## src/rtl/sprite_pkg.sv

```systemverilog
// rtl/sprite_pkg.sv - shared constants, FSM state type and helpers for the sprite blocks
package sprite_pkg;

    localparam int GLYPH_W_DEF = 20;
    localparam int GLYPH_H_DEF = 20;

    localparam logic [11:0] COLOR_BLACK = 12'h000;
    localparam logic [11:0] COLOR_WHITE = 12'hFFF;

    typedef enum logic {
        IDLE = 1'b0,
        CONV = 1'b1
    } conv_state_t;

    // 10^n, used to size the saturation limit of an n-digit display.
    function automatic logic [63:0] pow10(input int n);
        logic [63:0] p;
        p = 64'd1;
        for (int i = 0; i < n; i++) begin
            p = p * 64'd10;
        end
        return p;
    endfunction

endpackage

```

## src/rtl/digit_glyph_rom.sv

```systemverilog
// rtl/digit_glyph_rom.sv - combinational 20x20 decimal glyph lookup
// Ports:
//   digit - BCD code; 10..15 render nothing
//   row   - glyph row 0..19; larger rows render nothing
//   col   - glyph column 0..19; larger columns render nothing
//   ink   - 1 when the glyph pixel is lit
module digit_glyph_rom (
    input  logic [3:0] digit,
    input  logic [4:0] row,
    input  logic [4:0] col,
    output logic       ink
);

    // Segment enables {a,b,c,d,e,f,g}: one small table per digit code.
    logic [6:0] seg;

    always_comb begin
        case (digit)
            4'd0:    seg = 7'b1111110;
            4'd1:    seg = 7'b0110000;
            4'd2:    seg = 7'b1101101;
            4'd3:    seg = 7'b1111001;
            4'd4:    seg = 7'b0110011;
            4'd5:    seg = 7'b1011011;
            4'd6:    seg = 7'b1011111;
            4'd7:    seg = 7'b1110000;
            4'd8:    seg = 7'b1111111;
            4'd9:    seg = 7'b1111011;
            default: seg = 7'b0000000;
        endcase
    end

    // Stroke geometry: 3-pixel strokes; the vertical halves overlap the
    // middle bar so corners join cleanly.
    logic in_range, h_span, top_band, mid_band, bot_band;
    logic left_band, right_band, upper_half, lower_half;

    always_comb begin
        in_range   = (row < 5'd20) && (col < 5'd20);
        h_span     = (col >= 5'd3)  && (col <= 5'd16);
        top_band   = (row >= 5'd1)  && (row <= 5'd3);
        mid_band   = (row >= 5'd8)  && (row <= 5'd10);
        bot_band   = (row >= 5'd16) && (row <= 5'd18);
        left_band  = (col >= 5'd3)  && (col <= 5'd5);
        right_band = (col >= 5'd14) && (col <= 5'd16);
        upper_half = (row >= 5'd1)  && (row <= 5'd10);
        lower_half = (row >= 5'd8)  && (row <= 5'd18);
        ink = in_range && (
              (seg[6] && top_band   && h_span)     ||
              (seg[5] && right_band && upper_half) ||
              (seg[4] && right_band && lower_half) ||
              (seg[3] && bot_band   && h_span)     ||
              (seg[2] && left_band  && lower_half) ||
              (seg[1] && left_band  && upper_half) ||
              (seg[0] && mid_band   && h_span));
    end

endmodule

```

## src/rtl/score_digit_renderer.sv

```systemverilog
// rtl/score_digit_renderer.sv - N-digit decimal sprite with frame-gated double-dabble conversion
// Ports:
//   clk, reset_n          - pixel clock, synchronous active-low reset
//   value, load           - binary value and its one-cycle capture strobe
//   frame_start           - vsync strobe committing a finished conversion
//   pos_x, pos_y          - top-left corner of the digit box
//   pix_x, pix_y          - current scan pixel
//   fg_color, bg_color    - glyph ink and box background colours
//   transparent           - background pixels inside the box are not hits
//   busy                  - conversion running or pending
//   color_data, hit       - pixel colour and sprite hit, 2 cycles after pix_x/pix_y
module score_digit_renderer
    import sprite_pkg::*;
#(
    parameter int NUM_DIGITS      = 4,
    parameter int VAL_W           = 14,
    parameter int GLYPH_W         = GLYPH_W_DEF,
    parameter int GLYPH_H         = GLYPH_H_DEF,
    parameter int SCALE_LOG2      = 0,
    parameter int COLOR_W         = 12,
    parameter bit LEAD_ZERO_BLANK = 1'b1
) (
    input  logic               clk,
    input  logic               reset_n,
    input  logic [VAL_W-1:0]   value,
    input  logic               load,
    input  logic               frame_start,
    input  logic [9:0]         pos_x,
    input  logic [9:0]         pos_y,
    input  logic [9:0]         pix_x,
    input  logic [9:0]         pix_y,
    input  logic [COLOR_W-1:0] fg_color,
    input  logic [COLOR_W-1:0] bg_color,
    input  logic               transparent,
    output logic               busy,
    output logic [COLOR_W-1:0] color_data,
    output logic               hit
);

    localparam int          BCD_W   = 4 * NUM_DIGITS;
    localparam int          CNT_W   = (VAL_W > 1) ? $clog2(VAL_W) : 1;
    localparam int          BOX_W   = NUM_DIGITS * GLYPH_W * (1 << SCALE_LOG2);
    localparam int          BOX_H   = GLYPH_H * (1 << SCALE_LOG2);
    localparam logic [63:0] MAX_VAL = pow10(NUM_DIGITS) - 64'd1;

    // ------------------------------------------------------------------
    // Conversion engine
    // ------------------------------------------------------------------
    conv_state_t        state, state_nxt;
    logic [VAL_W-1:0]   value_sat, bin_sh, bin_nxt, pend_val;
    logic [BCD_W-1:0]   bcd_work, bcd_adj, bcd_nxt, bcd_result, bcd_disp;
    logic [CNT_W-1:0]   bit_cnt;
    logic               pend_valid, done, conv_last;

    // Clamping on capture keeps every intermediate BCD value inside BCD_W bits.
    always_comb begin
        value_sat = ({{(64-VAL_W){1'b0}}, value} > MAX_VAL) ? VAL_W'(MAX_VAL) : value;
    end

    always_comb begin
        bcd_adj = bcd_work;
        for (int k = 0; k < NUM_DIGITS; k++) begin
            if (bcd_work[4*k +: 4] >= 4'd5) begin
                bcd_adj[4*k +: 4] = bcd_work[4*k +: 4] + 4'd3;
            end
        end
        {bcd_nxt, bin_nxt} = {bcd_adj, bin_sh} << 1;
        conv_last = (state == CONV) && (bit_cnt == CNT_W'(VAL_W - 1));
    end

    always_ff @(posedge clk) begin
        if (!reset_n) begin
            state <= IDLE;
        end else begin
            state <= state_nxt;
        end
    end

    // A finishing conversion chains straight into the next one when a
    // value is waiting, so busy never drops between them.
    always_comb begin
        state_nxt = state;
        case (state)
            IDLE:    if (load) state_nxt = CONV;
            CONV:    if (conv_last && !load && !pend_valid) state_nxt = IDLE;
            default: state_nxt = IDLE;
        endcase
    end

    always_comb begin
        busy = (state == CONV);
    end

    always_ff @(posedge clk) begin
        if (!reset_n) begin
            bin_sh     <= '0;
            bcd_work   <= '0;
            bit_cnt    <= '0;
            pend_val   <= '0;
            pend_valid <= 1'b0;
            done       <= 1'b0;
            bcd_result <= '0;
            bcd_disp   <= '0;
        end else begin
            // Commit reads the old result, so a same-cycle completion below
            // re-arms done for the next frame rather than being lost.
            if (frame_start && done) begin
                bcd_disp <= bcd_result;
                done     <= 1'b0;
            end
            case (state)
                IDLE: begin
                    if (load) begin
                        bin_sh   <= value_sat;
                        bcd_work <= '0;
                        bit_cnt  <= '0;
                    end
                end
                CONV: begin
                    if (conv_last) begin
                        bcd_result <= bcd_nxt;
                        done       <= 1'b1;
                        if (load) begin
                            bin_sh     <= value_sat;
                            bcd_work   <= '0;
                            bit_cnt    <= '0;
                            pend_valid <= 1'b0;
                        end else if (pend_valid) begin
                            bin_sh     <= pend_val;
                            bcd_work   <= '0;
                            bit_cnt    <= '0;
                            pend_valid <= 1'b0;
                        end
                    end else begin
                        bin_sh   <= bin_nxt;
                        bcd_work <= bcd_nxt;
                        bit_cnt  <= bit_cnt + CNT_W'(1);
                        if (load) begin
                            pend_val   <= value_sat;
                            pend_valid <= 1'b1;
                        end
                    end
                end
                default: ;
            endcase
        end
    end

    // ------------------------------------------------------------------
    // Pixel pipeline, stage 1: box test, digit index, glyph coordinates
    // ------------------------------------------------------------------
    logic [9:0] dx, dy, sx, sy, base;
    logic [2:0] idx;
    logic       in_box;

    always_comb begin
        dx     = pix_x - pos_x;
        dy     = pix_y - pos_y;
        // The >= terms stop a pixel left/above the box from wrapping into it.
        in_box = (pix_x >= pos_x) && ({1'b0, dx} < 11'(BOX_W)) &&
                 (pix_y >= pos_y) && ({1'b0, dy} < 11'(BOX_H));
        sx     = dx >> SCALE_LOG2;
        sy     = dy >> SCALE_LOG2;
        idx    = '0;
        base   = '0;
        for (int k = 1; k < NUM_DIGITS; k++) begin
            if (sx >= 10'(k * GLYPH_W)) begin
                idx  = 3'(k);
                base = 10'(k * GLYPH_W);
            end
        end
    end

    logic               s1_in, s1_transp;
    logic [2:0]         s1_idx;
    logic [4:0]         s1_row, s1_col;
    logic [COLOR_W-1:0] s1_fg, s1_bg;

    always_ff @(posedge clk) begin
        if (!reset_n) begin
            s1_in     <= 1'b0;
            s1_transp <= 1'b0;
            s1_idx    <= '0;
            s1_row    <= '0;
            s1_col    <= '0;
            s1_fg     <= '0;
            s1_bg     <= '0;
        end else begin
            s1_in     <= in_box;
            s1_transp <= transparent;
            s1_idx    <= idx;
            s1_row    <= 5'(sy);
            s1_col    <= 5'(sx - base);
            s1_fg     <= fg_color;
            s1_bg     <= bg_color;
        end
    end

    // ------------------------------------------------------------------
    // Stage 2: digit select, leading-zero blanking, glyph, colour
    // ------------------------------------------------------------------
    logic [3:0] cur_digit;
    logic       cur_blank, zero_run, rom_ink, glyph_on;

    always_comb begin
        cur_digit = '0;
        cur_blank = 1'b0;
        zero_run  = 1'b1;
        for (int k = 0; k < NUM_DIGITS; k++) begin
            zero_run = zero_run && (bcd_disp[4*(NUM_DIGITS-1-k) +: 4] == 4'd0);
            if (s1_idx == 3'(k)) begin
                cur_digit = bcd_disp[4*(NUM_DIGITS-1-k) +: 4];
                cur_blank = LEAD_ZERO_BLANK && (k != NUM_DIGITS - 1) && zero_run;
            end
        end
    end

    digit_glyph_rom u_glyph_rom (
        .digit (cur_digit),
        .row   (s1_row),
        .col   (s1_col),
        .ink   (rom_ink)
    );

    always_comb begin
        glyph_on = s1_in && rom_ink && !cur_blank;
    end

    always_ff @(posedge clk) begin
        if (!reset_n) begin
            color_data <= COLOR_W'(COLOR_BLACK);
            hit        <= 1'b0;
        end else begin
            color_data <= glyph_on ? s1_fg : s1_bg;
            hit        <= glyph_on || (s1_in && !s1_transp);
        end
    end

endmodule

```

## config.mk

```make
export PLATFORM = sky130hd
export DESIGN_NAME = score_digit_renderer
export DESIGN_NICKNAME = d
export VERILOG_FILES = /design/src/rtl/sprite_pkg.sv /design/src/rtl/digit_glyph_rom.sv /design/src/rtl/score_digit_renderer.sv
export SDC_FILE = /design/constraint.sdc
export NUM_CORES = 1
export LEC_CHECK = 0
export ABC_AREA = 1
export BUFFER_PORTS_ARGS = -buffer_cell sky130_fd_sc_hd__buf_2
export CAP_MARGIN = 20
export CORE_MARGIN = 4
export CORE_UTILIZATION = 58
export DETAILED_ROUTE_END_ITERATION = 16
export GPL_ROUTABILITY_DRIVEN = 0
export PLACE_DENSITY_LB_ADDON = 0.2
export SYNTH_ARGS = -nofsm -noshare
export SYNTH_HDL_FRONTEND = slang
export SYNTH_HIERARCHICAL = 1
export SYNTH_SLANG_ARGS = --single-unit
```

## constraint.sdc

```tcl
create_clock -name clk -period 3.6 [get_ports clk]
set_input_delay 0.54 -clock clk [delete_from_list [all_inputs] [get_ports clk]]
set_output_delay 0.54 -clock clk [all_outputs]
set_load 0.005 [all_outputs]
```

Yosys cells after proc, flatten, opt, wreduce, memory -nomap -nowiden
Memory sizes are Yosys's and may differ from the RTL's.
Index checks and enable logic that the tools add are counted.

storage, ports and cells
  register bits = 135
  memories = 1
  input bits = 83
  RAM bits = 0
  latch bits = 0
  bits in read-only memories = 112
  output and inout bits = 14

operators by class
  order comparisons = 24
  bitwise operators = 3
  eq/ne operators = 6
  mux-type cells = 43
  reductions and logical operators = 57
  shift-type cells = 0
  multipliers = 0
  div/mod/pow operators = 0
  add/sub/neg operators = 8

memories
  name              depth  bits a word  read ports  clocked after memory_dff  wr ports  line                   RTL
  (name not given)  16     7            1           0                         0         digit_glyph_rom.sv:18  case (digit)

operators by type and width
  operator                                                                number
  14-bit two-way mux                                                      5
  16-bit two-way mux                                                      4
  4-bit two-way mux                                                       11
  1-bit logical AND                                                       36
  16-bit case mux with 2 select lines                                     1
  14-bit case mux with 2 select lines                                     1
  10-bit >= comparator                                                    2
  10-bit by 6-bit >= comparator with 1-bit output, second input constant  2
  10-bit subtractor                                                       2
  4-bit by 3-bit >= comparator with 1-bit output, second input constant   4
  5-bit two-way mux                                                       3
  14-bit greater-than comparator, second input constant                   1
  4-bit by 2-bit adder with 4-bit output, second input constant           3
  4-bit logical NOT                                                       3
  1-bit two-way mux                                                       12
  12-bit two-way mux                                                      1
  10-bit by 5-bit >= comparator with 1-bit output, second input constant  1
  5-bit by 4-bit >= comparator with 1-bit output, second input constant   2
  5-bit less-or-equal comparator, second input constant                   2
  10-bit by 5-bit < comparator with 1-bit output, second input constant   1
  10-bit by 7-bit < comparator with 1-bit output, second input constant   1
  5-bit < comparator, second input constant                               2
  4-bit case mux with 2 select lines                                      1
  1-bit logical OR                                                        7
  other kinds (24)                                                        33

Logic depth before layout (Yosys ltp)
Gate-level depths: netlist of the first run.
An unclocked memory read counts as a cell.

  depth in word-level cells = 18
  mapped depth = 21
  depth with buffers taken out = 21

Cells and area by module
Netlist of the first run, hierarchy kept.

modules (own cells, without submodules)
  module                sequential area each (um^2)  times used  cells each  area an instance (um^2)
  score_digit_renderer  2682.6                       1           936         6650.1
  digit_glyph_rom       0.0                          1           79          392.9

Worst setup path before layout of the first run
No wires, ideal clock.

  path kind = input port to flip-flop
  start = in pix_x[0]
  end = reg s1_col[4]
  data required time = 3.485 ns
  setup time = 0.115 ns
  buffers on the path = 0
  data arrival time = 2.750 ns
  stages on the path = 19
  setup slack = 0.735 ns
  path through = inv_1 ha_1 fa_1 inv_1 nand3_1 nand2_2 nand2_1 nand2_2 nand2_1 nand2_1 o211ai_2 nand2_1 ha_1 inv_1 fa_1 xnor2_1 nand3_1 nand2_1 nor2_1

between the ends
  word-level cells in the longest chain between the ends = 6
  elaborated cells between the ends (all ways) = 8

ends and longest elaborated chain
  what                                             line                         RTL
  start: declaration                               score_digit_renderer.sv:30   input logic [9:0] pix_x,
  10-bit subtractor (*)                            score_digit_renderer.sv:157  dx = pix_x - pos_x;
  10-bit by 5-bit >= comparator with 1-bit output  score_digit_renderer.sv:167  if (sx >= 10'(k * GLYPH_W)) begin
  5-bit two-way mux (2 in a row)                   score_digit_renderer.sv:167
  5-bit two-way mux (*)                            score_digit_renderer.sv:167
  via base[2]                                      score_digit_renderer.sv:152  logic [9:0] dx, dy, sx, sy, base;
  5-bit subtractor (*)                             score_digit_renderer.sv:193  s1_col <= 5'(sx - base);
  end signal: assignment                           score_digit_renderer.sv:193
  end: declaration                                 score_digit_renderer.sv:176  logic [4:0] s1_row, s1_col;

Mark *: on every way through the listed nets, which the timed path passes. The rest lies on a longest branch.
A chain may end at the register's enable or synchronous reset.

Final worst setup path of the first run
  start = reg s1_idx[0]
  end = reg color_data[8]

between the ends
  word-level cells in the longest chain between the ends = 18
  elaborated cells between the ends (all ways) = 38

ends and longest elaborated chain
  what                                               line                                          RTL
  start: declaration                                 score_digit_renderer.sv:175                   logic [2:0] s1_idx;
  start signal: assignment                           score_digit_renderer.sv:191                   s1_idx <= idx;
  3-bit logical NOT                                  score_digit_renderer.sv:211                   if (s1_idx == 3'(k)) begin
  4-bit two-way mux (3 in a row)                     score_digit_renderer.sv:211
  4-bit two-way mux (*)                              score_digit_renderer.sv:211
  via cur_digit[1]                                   score_digit_renderer.sv:202                   logic [3:0] cur_digit;
  memory 16 x 7 bit (*)                              n/a
  1-bit logical AND (on tied branches) (2 in a row)  digit_glyph_rom.sv:49, digit_glyph_rom.sv:50
  1-bit logical OR                                   digit_glyph_rom.sv:49                         (seg[6] && top_band && h_span) ||
  1-bit logical OR                                   digit_glyph_rom.sv:50                         (seg[5] && right_band && upper_half) ||
  1-bit logical OR                                   digit_glyph_rom.sv:51                         (seg[4] && right_band && lower_half) ||
  1-bit logical OR                                   digit_glyph_rom.sv:52                         (seg[3] && bot_band && h_span) ||
  1-bit logical OR                                   digit_glyph_rom.sv:53                         (seg[2] && left_band && lower_half) ||
  1-bit logical OR (*)                               digit_glyph_rom.sv:54                         (seg[1] && left_band && upper_half) ||
  1-bit logical AND (*)                              digit_glyph_rom.sv:48                         ink = in_range && (
  via rom_ink                                        score_digit_renderer.sv:203                   logic cur_blank, zero_run, rom_ink, glyph_on;
  1-bit logical AND (*) (2 in a row)                 score_digit_renderer.sv:226                   glyph_on = s1_in && rom_ink && !cur_blank;
  12-bit two-way mux (*)                             score_digit_renderer.sv:234                   color_data <= glyph_on ? s1_fg : s1_bg;
  end signal: assignment                             score_digit_renderer.sv:231                   color_data <= COLOR_W'(COLOR_BLACK);
  end signal: assignment                             score_digit_renderer.sv:234
  end: declaration                                   score_digit_renderer.sv:36                    output logic [COLOR_W-1:0] color_data,

Marked as above.

==> results of run 1 <==
[sequential cells by signal, summed over array words and instances (netlist names), 2 cells and up]
name	count
bcd_result	16
s1_bg	12
bcd_work	16
color_data	12
s1_idx	2
s1_row	5
bit_cnt	4
s1_fg	12
pend_val	14
s1_col	5
bcd_disp	16
bin_sh	14
[final cells by class]
cell class / instances / share of cell area [%]
clock buffer: 17 / 5.216
inverter: 150 / 6.903
timing repair buffer: 99 / 6.167
tap: 143 / 2.194
clock inverter: 15 / 1.902
multi-input combinational: 699 / 44.73
sequential: 134 / 32.89
[placed cells by master, fill, tap and decap left out, types with 3 or more instances in the layout]
| cell type | count |
|---|---|
| fa_1 | 3 |
| ha_1 | 37 |
| nand3_2 | 4 |
| o211ai_1 | 18 |
| xor2_1 | 11 |
| a21oi_2 | 4 |
| o2111ai_1 | 4 |
| inv_1 | 145 |
| nor2_1 | 148 |
| inv_6 | 8 |
| a21oi_1 | 71 |
| o21ai_0 | 88 |
| dfxtp_1 | 134 |
| nand3_1 | 41 |
| o21ai_1 | 7 |
| nand2_2 | 9 |
| nand4_1 | 5 |
| inv_2 | 4 |
| buf_4 | 3 |
| nand2_1 | 216 |
| xnor2_1 | 4 |
| buf_2 | 96 |
| inv_8 | 3 |
| clkbuf_16 | 17 |
[routing by layer]
| metal | track usage (%) | wire, um | up-vias |
|---|---|---|---|
| li1 | - | - | 3394 |
| met1 | 28.76 | 6984 | 2795 |
| met2 | 34.94 | 6877 | 161 |
| met3 | 4.680 | 771 | 24 |
| met4 | 9.084 | 272 | 0 |
| met5 | 0 | 0 | - |
[cells by family (layout without fill, tap and decap cells)]
family	count (synthesis)	count (layout)	synth area share, %
AO/OA/AOI/OAI	206	206	16.45
XOR/XNOR	15	15	1.865
adder cells (fa/ha/maj)	40	40	7.426
buffers and inverters	182	281	10.11
flip-flops	134	134	38.09
AND/OR/NAND/NOR	438	438	26.06
[stage by stage]
| stage | hold WS [ns] | instance area [um^2] |
|---|---|---|
| 5_1_grt | 0.2782 | 8157 |
| 3_3_place_gp | 0.3943 | 7576 |
| 4_1_cts | 0.2752 | 8157 |
| 3_5_place_dp | 0.3982 | 7576 |
| 2_1_floorplan | 0.3843 | 7043 |
| 6_report | 0.2925 | 8157 |
[worst max-delay path, cell delays in order, from the launching register on]
cell       delay, ns
dfxtp_1         0.41
nand2_1         0.14
o2111ai_1       0.47
inv_1           0.19
ha_1            0.31
nand2_1         0.08
inv_1           0.05
o21ai_0         0.17
nand2_1         0.07
nand2_1         0.07
inv_1           0.04
nand2_1         0.10
nand3_2         0.24
inv_1           0.39
nor2_1          0.09
nor2_1          0.12
[report_power, final]
group / switching (W) / internal, W / leakage, nW / total (W)
clock network: 0.000730 / 0.000980 / 0.286 / 0.00171
registers: 0.0000385 / 0.00155 / 1.10 / 0.00159
logic: 0.000340 / 0.000213 / 2.66 / 0.000553
[final timing paths]
kind | to | startpoint | cells past startpoint | slack, ns
worst min-delay path | s1_bg[9] | bg_color[9] | 3 | 0.29
worst max register to register | color_data[8] | s1_idx[0] | 15 | 0.60
worst min register to register | hit | s1_transp | 1 | 0.40
worst max-delay path | color_data[8] | s1_idx[0] | 15 | 0.60
==> run_results.csv, run 1 <==
group,metric,value,unit
placement,place_ws,0.4141,ns
layout,drive_gt1_share,14.81,%
synth,yosysMostFrequentCell,"nand2_1",
timing,final.setup_skew,0.007853,ns
floorplanning,die-width,118.2,um
power_and_ir_drop,power,0.003853,W
timing,setup_ws,0.5969,ns
clocking,ctsHoldBuffers,0,
flow_run,maxCapViolations,0,
clocking,cts_resized,0,
global_route,grt_usage,21.85,%
timing,tightest_slew,1.028,ns
clocking,clk_latency,0.43,ns
critical_path,cp-start-kind,"flop",
timing,min_period,3.003,ns
timing,slew_headroom,31.37,%
power_and_ir_drop,peakVddDrop,349.7,uV
synth,synth_edf_count,0,
synth,syn-instance-count,1015,
floorplanning,dieArea,13970,um^2
power_and_ir_drop,p_leak,4.048,nW
route,vias_per_cell,5.071,
clocking,cts_num_sinks,134,
clocking,clk_pin_slew,0.06,ns
clocking,htree_levels,4,
synth,synth_fp_nets,1138,
layout,multi_input_area,3649,um^2
critical_path,criticalPathCategory,"flop to flop",
floorplanning,core-area,11660,um^2
synth,netlist_area,7043,um^2
synth,yosys.area.top_type,"dfxtp_1",
floorplanning,die_h,118.2,um
critical_path,cp.arrival,3.36,ns
floorplanning,start_util,60.39,%
power_and_ir_drop,powerDensity,472.4,nW/um^2
synth,synth_commonest_cells,"nand2_1, nor2_1, inv_1",
clocking,cts_buffers,17,
layout,antenna_cells,0,
layout,instances_no_fill,1257,
timing,timing.final.crit_share,83.42,%
synth,async_reset_ff_share,0,%
placement,io_buffer_count,96,
critical_path,critPathRequiredTime,3.95,ns
route,drt_wl_total,14910,um
synth,yosys_most_used_dff,"dfxtp_1",
route,drc_errors,0,
timing,finalSetupTns,0,ns
timing,slew_viol_final,0,
worst_hold_path,hold_class,"input port to flop",
clocking,cts-root-buf,"clkbuf_16",
layout,syn2layout_area_growth,15.81,%
clocking,cts_tree,"yes",
synth,synth_top_area_share,38.09,%
synth,yosys_warnings,6,
synth,synth.ff_latch_count,134,
run_status,status,"complete, no violations",
synth,synth.avg_cell_area,6.939,um^2
floorplanning,io_pins,97,
timing,hold_viol_final,0,
synth,ys_top_cells_by_area,"dfxtp_1, nand2_1, nor2_1",
global_route,grt_start_max_net_pins,64,
global_route,grt_pass1_wl,25630,um
critical_path,crit_fanout,13,
global_route,antenna_found_initial,0,
route,wire_per_inst,11.86,um
layout,final_nets,1224,
timing,clock.fmax,333.0,MHz
route,drt_iter0_markers,365,
clocking,cts_setup_buffers,0,
route,vias,6374,
floorplanning,rows,39,
layout,seqCellArea,2683,um^2
route,firstDrtPassIters,5,
critical_path,endpoint_kind,"flop",
synth,yosysSeqAreaShare,38.09,%
route,postRouteAntennaNets,0,
synth,synth_cell_types,45,
layout,fillers,994,
timing,setup_violations,0,
clocking,clock_path_buffers,2,
placement,dp.final_hpwl,10300,um
timing,rsz0062_at_grt,"false",
global_route,grt_pass1_vias,5711,
global_route,overflow,0,
placement,placed_cells,1225,
layout,fin_util,69.94,%
Power figures use the tool's default switching activity.
==> inputs of run 2 (changes only) <==
==> constraint.sdc (replaced) <==
create_clock -name clk -period 3.1 [get_ports clk]
set_input_delay 0.465 -clock clk [delete_from_list [all_inputs] [get_ports clk]]
set_output_delay 0.465 -clock clk [all_outputs]
set_load 0.005 [all_outputs]
==> run_results.csv, run 2 (same netlist as run 1, synthesis figures left out) <==
group,metric,value,unit
timing,slew_headroom,32.24,%
timing,final.setup_skew,0.008638,ns
layout,antenna_cells,0,
layout,reg_top3,"bcd_disp: 16 flops, bcd_result: 16 flops, bcd_work: 16 flops",
floorplanning,io_pins,97,
power_and_ir_drop,p_leak,4.057,nW
critical_path,path_cells,"inv_1 > nor2_1 > nand2_1 > o2111ai_1 > inv_1 > ha_1 > nand2_1 > inv_1 > o21ai_0 > nand2_1 > nand2_1 > inv_1 > nand2_1 > nand3_2 > buf_4 > o21ai_0 > nor2_1",
clocking,htree_levels,4,
critical_path,crit_family,"simple AND/OR/NAND/NOR gates",
clocking,cts_tree,"yes",
route,drc_errors,0,
clocking,clk_pin_slew,0.06,ns
global_route,grt_pass1_wl,25580,um
timing,setup_violations,0,
floorplanning,die-width,118.2,um
route,drt_iter0_markers,343,
critical_path,endpoint_kind,"flop",
critical_path,cp-start-kind,"flop",
floorplanning,rows,39,
critical_path,crit_fanout,12,
timing,min_period,2.702,ns
timing,tightest_slew,1.015,ns
clocking,ctsHoldBuffers,0,
timing,slew_viol_final,0,
flow_run,maxCapViolations,0,
timing,fin_hold_ws,0.2231,ns
route,vias,6434,
route,firstDrtPassIters,5,
clocking,clock_path_buffers,2,
power_and_ir_drop,peakVddDrop,402.0,uV
power_and_ir_drop,power,0.004491,W
route,vias_per_cell,5.102,
global_route,grt_start_max_net_pins,64,
floorplanning,die_h,118.2,um
critical_path,criticalPathCategory,"flop to flop",
route,drt_wl_total,15020,um
placement,io_buffer_count,96,
route,wire_per_inst,11.91,um
run_status,status,"complete, no violations",
timing,rsz0062_at_grt,"false",
critical_path,cp.arrival,3.01,ns
clocking,clk_latency,0.42,ns
global_route,antenna_found_initial,0,
power_and_ir_drop,powerDensity,547.5,nW/um^2
critical_path,path_common_cell,"nand2_1",
layout,syn2layout_area_growth,16.47,%
layout,instances_no_fill,1261,
layout,final_cell_mix,"nand2_1, nor2_1, inv_1",
clocking,cts-root-buf,"clkbuf_16",
timing,timing.final.crit_share,87.15,%
critical_path,critPathRequiredTime,3.41,ns
floorplanning,start_util,60.39,%
layout,drive_gt1_share,15.21,%
floorplanning,core-area,11660,um^2
clocking,cts_buffers,17,
global_route,grt_usage,21.70,%
global_route,overflow,0,
floorplanning,dieArea,13970,um^2
layout,final_common_cell,"nand2_1",
critical_path,critPathMaxStageDelay,0.41,ns
critical_path,regToRegSetupSlack,0.40,ns
placement,dp.final_hpwl,10750,um
layout,final_nets,1228,
timing,hold_viol_final,0,
clocking,cts_num_sinks,134,
worst_hold_path,hold_class,"input port to flop",
placement,placed_cells,1229,
timing,finalSetupTns,0,ns
global_route,grt_pass1_vias,5783,
critical_path,cpMaxStageDelayCell,"dfxtp_1",
timing,clock.fmax,370.1,MHz
route,postRouteAntennaNets,0,
critical_path,cp_num_buf_inv,5,
[run 2: cell types whose count changed in the layout (fill, tap and decap cells not counted), sizes merged]
cell / delta
bufinv: +1
inv: -6
buf: +4
clkinvlp: +2
clkinv: +3
[run 2: stage by stage]
| step | util, % | worst slack (ns) | cell area [um^2] |
|---|---|---|---|
| 2_1_floorplan | - | 0.3104 | 7043 |
| 5_1_grt | 70.34 | 0.001981 | 8203 |
| 3_3_place_gp | 65.22 | 0.1093 | 7606 |
| 3_5_place_dp | 65.22 | -0.01204 | 7606 |
| 6_report | 70.34 | 0.3983 | 8203 |
| 4_1_cts | 70.30 | 0.3878 | 8199 |
[run 2: area by class of cell]
type	instances	area, um^2
inverter	150	566.8
clock inverter	15	167.7
timing repair buffer	103	533.0
tap	143	178.9
sequential	134	2683
fill	997	3460
clock buffer	17	425.4
multi-input combinational	699	3649
[run 2: path summary, 6_finish.rpt]
kind / endpoint / start / cells past startpoint
max reg2reg: color_data[4] / s1_idx[1] / 17
max: color_data[4] / s1_idx[1] / 17
min reg2reg: hit / s1_transp / 1
min: s1_bg[6] / bg_color[6] / 3
[run 2: metal layers]
metal	GRT usage [%]	up-vias	part of all wire [%]
li1	-	3413	-
met1	28.14	2833	47
met2	35.94	173	47
met3	4.441	15	5.1
met4	7.766	0	1.5
met5	0	-	0
[run 2: power by group]
part	switching (W)	internal [W]	leakage, nW
Sequential	0.0000433	0.00180	1.10
Clock	0.000799	0.00120	0.286
Combinational	0.000396	0.000249	2.67
Total	0.00124	0.00325	4.06
[run 2: worst reg2reg max path: cells and delay by family (launching register included)]
| kind | cells | cell delay, ns |
|---|---|---|
| AOI/OAI and AO/OA | 3 | 0.55 |
| adders and majority gates | 1 | 0.31 |
| buffers and inverters | 5 | 0.55 |
| DFF | 1 | 0.41 |
| and+or+nand+nor | 8 | 0.78 |
[run 2: timing repair]
action,4_1_cts,5_1_grt
gates resized for setup,0,1
endpoints found under the setup margin,0,1
setup buffers,0,0
==> inputs of run 3 (changes only) <==
--- a/config.mk
+++ b/config.mk
@@ -12,7 +12,10 @@
 export CORE_UTILIZATION = 58
 export DETAILED_ROUTE_END_ITERATION = 16
 export GPL_ROUTABILITY_DRIVEN = 0
+export GPL_TIMING_DRIVEN = 1
+export MAX_ROUTING_LAYER = met4
 export PLACE_DENSITY_LB_ADDON = 0.2
+export SLEW_MARGIN = 20
 export SYNTH_ARGS = -nofsm -noshare
 export SYNTH_HDL_FRONTEND = slang
 export SYNTH_HIERARCHICAL = 1
==> run_results.csv, run 3 (same netlist as run 1, synthesis figures left out) <==
group,metric,value,unit
floorplanning,start_util,60.39,%
floorplanning,dieArea,13970,um^2
power_and_ir_drop,swShare,27.53,%
global_route,antenna_found_initial,0,
timing,slew_viol_final,0,
floorplanning,die-width,118.2,um
timing,tightest_slew,1.022,ns
power_and_ir_drop,power,0.004487,W
timing,min_period,2.687,ns
timing,slew_headroom,31.77,%
power_and_ir_drop,p_switching,0.001235,W
clocking,cts_tree,"yes",
route,postRouteAntennaNets,0,
power_and_ir_drop,powerDensity,547.0,nW/um^2
route,wire_per_inst,11.88,um
floorplanning,core-area,11660,um^2
timing,final.setup_skew,0.007344,ns
global_route,grt_start_max_net_pins,64,
global_route,overflow,0,
layout,antenna_cells,0,
run_status,status,"complete, no violations",
clocking,clock_path_buffers,2,
global_route,grt_pass1_wl,25570,um
timing,setup_violations,0,
critical_path,criticalPathCategory,"flop to flop",
route,drc_errors,0,
layout,final_nets,1228,
global_route,grt_pass1_vias,5782,
route,vias_per_cell,5.086,
route,drt_iter0_markers,347,
power_and_ir_drop,peakVddDrop,398.8,uV
power_and_ir_drop,p_leak,4.057,nW
layout,final_common_cell,"nand2_1",
critical_path,cp.arrival,3.00,ns
layout,reg_top3,"bcd_disp: 16 flops, bcd_result: 16 flops, bcd_work: 16 flops",
layout,drive_gt1_share,15.21,%
clocking,ctsHoldBuffers,0,
clocking,clk_pin_slew,0.06,ns
timing,fin_hold_ws,0.2221,ns
critical_path,regToRegSetupSlack,0.41,ns
route,firstDrtPassIters,5,
timing,rsz0062_at_grt,"false",
worst_hold_path,hold_class,"input port to flop",
power_and_ir_drop,clock_power_share,44.5,%
route,vias,6413,
critical_path,crit_fanout,12,
clocking,cts-root-buf,"clkbuf_16",
clocking,cts_buffers,17,
placement,io_buffer_count,96,
floorplanning,io_pins,97,
global_route,grt_usage,22.35,%
flow_run,maxCapViolations,0,
clocking,cts_num_sinks,134,
timing,finalSetupTns,0,ns
critical_path,endpoint_kind,"flop",
layout,final_cell_mix,"nand2_1, nor2_1, inv_1",
clocking,htree_levels,4,
timing,clock.fmax,372.2,MHz
route,drt_wl_total,14980,um
critical_path,critPathRequiredTime,3.41,ns
power_and_ir_drop,combPwrFrac,14.4,%
critical_path,cp-start-kind,"flop",
clocking,cts_setup_buffers,0,
power_and_ir_drop,p_int,0.003252,W
placement,dp.final_hpwl,10750,um
timing,timing.final.crit_share,86.68,%
floorplanning,rows,39,
timing,hold_viol_final,0,
clocking,clk_latency,0.42,ns
layout,syn2layout_area_growth,16.47,%
floorplanning,die_h,118.2,um
power_and_ir_drop,seq_power_share,41.1,%
==> run 3: cell counts in the layout (fill, tap and decap cells not counted) <==
No cell type changed its count.
==> run 3: layout make-up <==
class	instances	area, um^2
Multi-Input combinational cell	699	3649
Fill cell	997	3460
Sequential cell	134	2683
Inverter	150	566.8
Timing Repair Buffer	103	533.0
Clock buffer	17	425.4
Tap cell	143	178.9
Clock inverter	15	167.7
==> run 3: timing repair <==
action | CTS | global route
setup endpoints to repair | 0 | 1
endpoints found under the hold margin | 0 | 0
gates resized for setup | 0 | 1
==> run 3: path summary, 6_finish.rpt <==
check,from,endpoint,depth (start not counted)
setup reg to reg,s1_idx[1],color_data[4],17
hold reg to reg,s1_transp,hit,1
setup / recovery,s1_idx[1],color_data[4],17
hold / removal,bg_color[6],s1_bg[6],3
==> run 3: layer usage <==
metal / global-route usage, % / up-vias / wire [um]
met3: 4.489 / 14 / 724
met2: 35.94 / 150 / 7054
met4: 7.326 / 0 / 179
met5: - / - / 0
li1: - / 3411 / -
met1: 28.28 / 2838 / 7022
==> run 3: power groups by stage <==
stage,registers [W],logic (W),clock network (W)
after global routing,0.00186,0.000746,0.00211
after floorplan,0.00187,0.000482,0
after detailed placement,0.00188,0.000641,0
after global placement,0.00188,0.000628,0
after CTS,0.00184,0.000647,0.00203
final,0.00185,0.000645,0.00200
==> run 3: worst max-delay path: stages (launching register included) <==
cell	delay, ns
dfxtp_1	0.41
inv_1	0.08
nor2_1	0.20
nand2_1	0.08
o2111ai_1	0.19
inv_1	0.17
ha_1	0.31
nand2_1	0.08
inv_1	0.05
o21ai_0	0.16
nand2_1	0.06
nand2_1	0.06
inv_1	0.04
nand2_1	0.08
nand3_2	0.14
buf_4	0.21
o21ai_0	0.19
nor2_1	0.05
==> run 3: through the flow <==
stage                     cell area [um^2]  utilization, %  instances  worst slack [ns]
after floorplan                       7043               -       1015            0.3104
after global placement                7606           65.22       1229            0.1093
after detailed placement              7606           65.22       1229          -0.01204
after CTS                             8199           70.30       1261            0.3878
after global routing                  8203           70.34       1261         0.0009219
final                                 8203           70.34       1261            0.4129
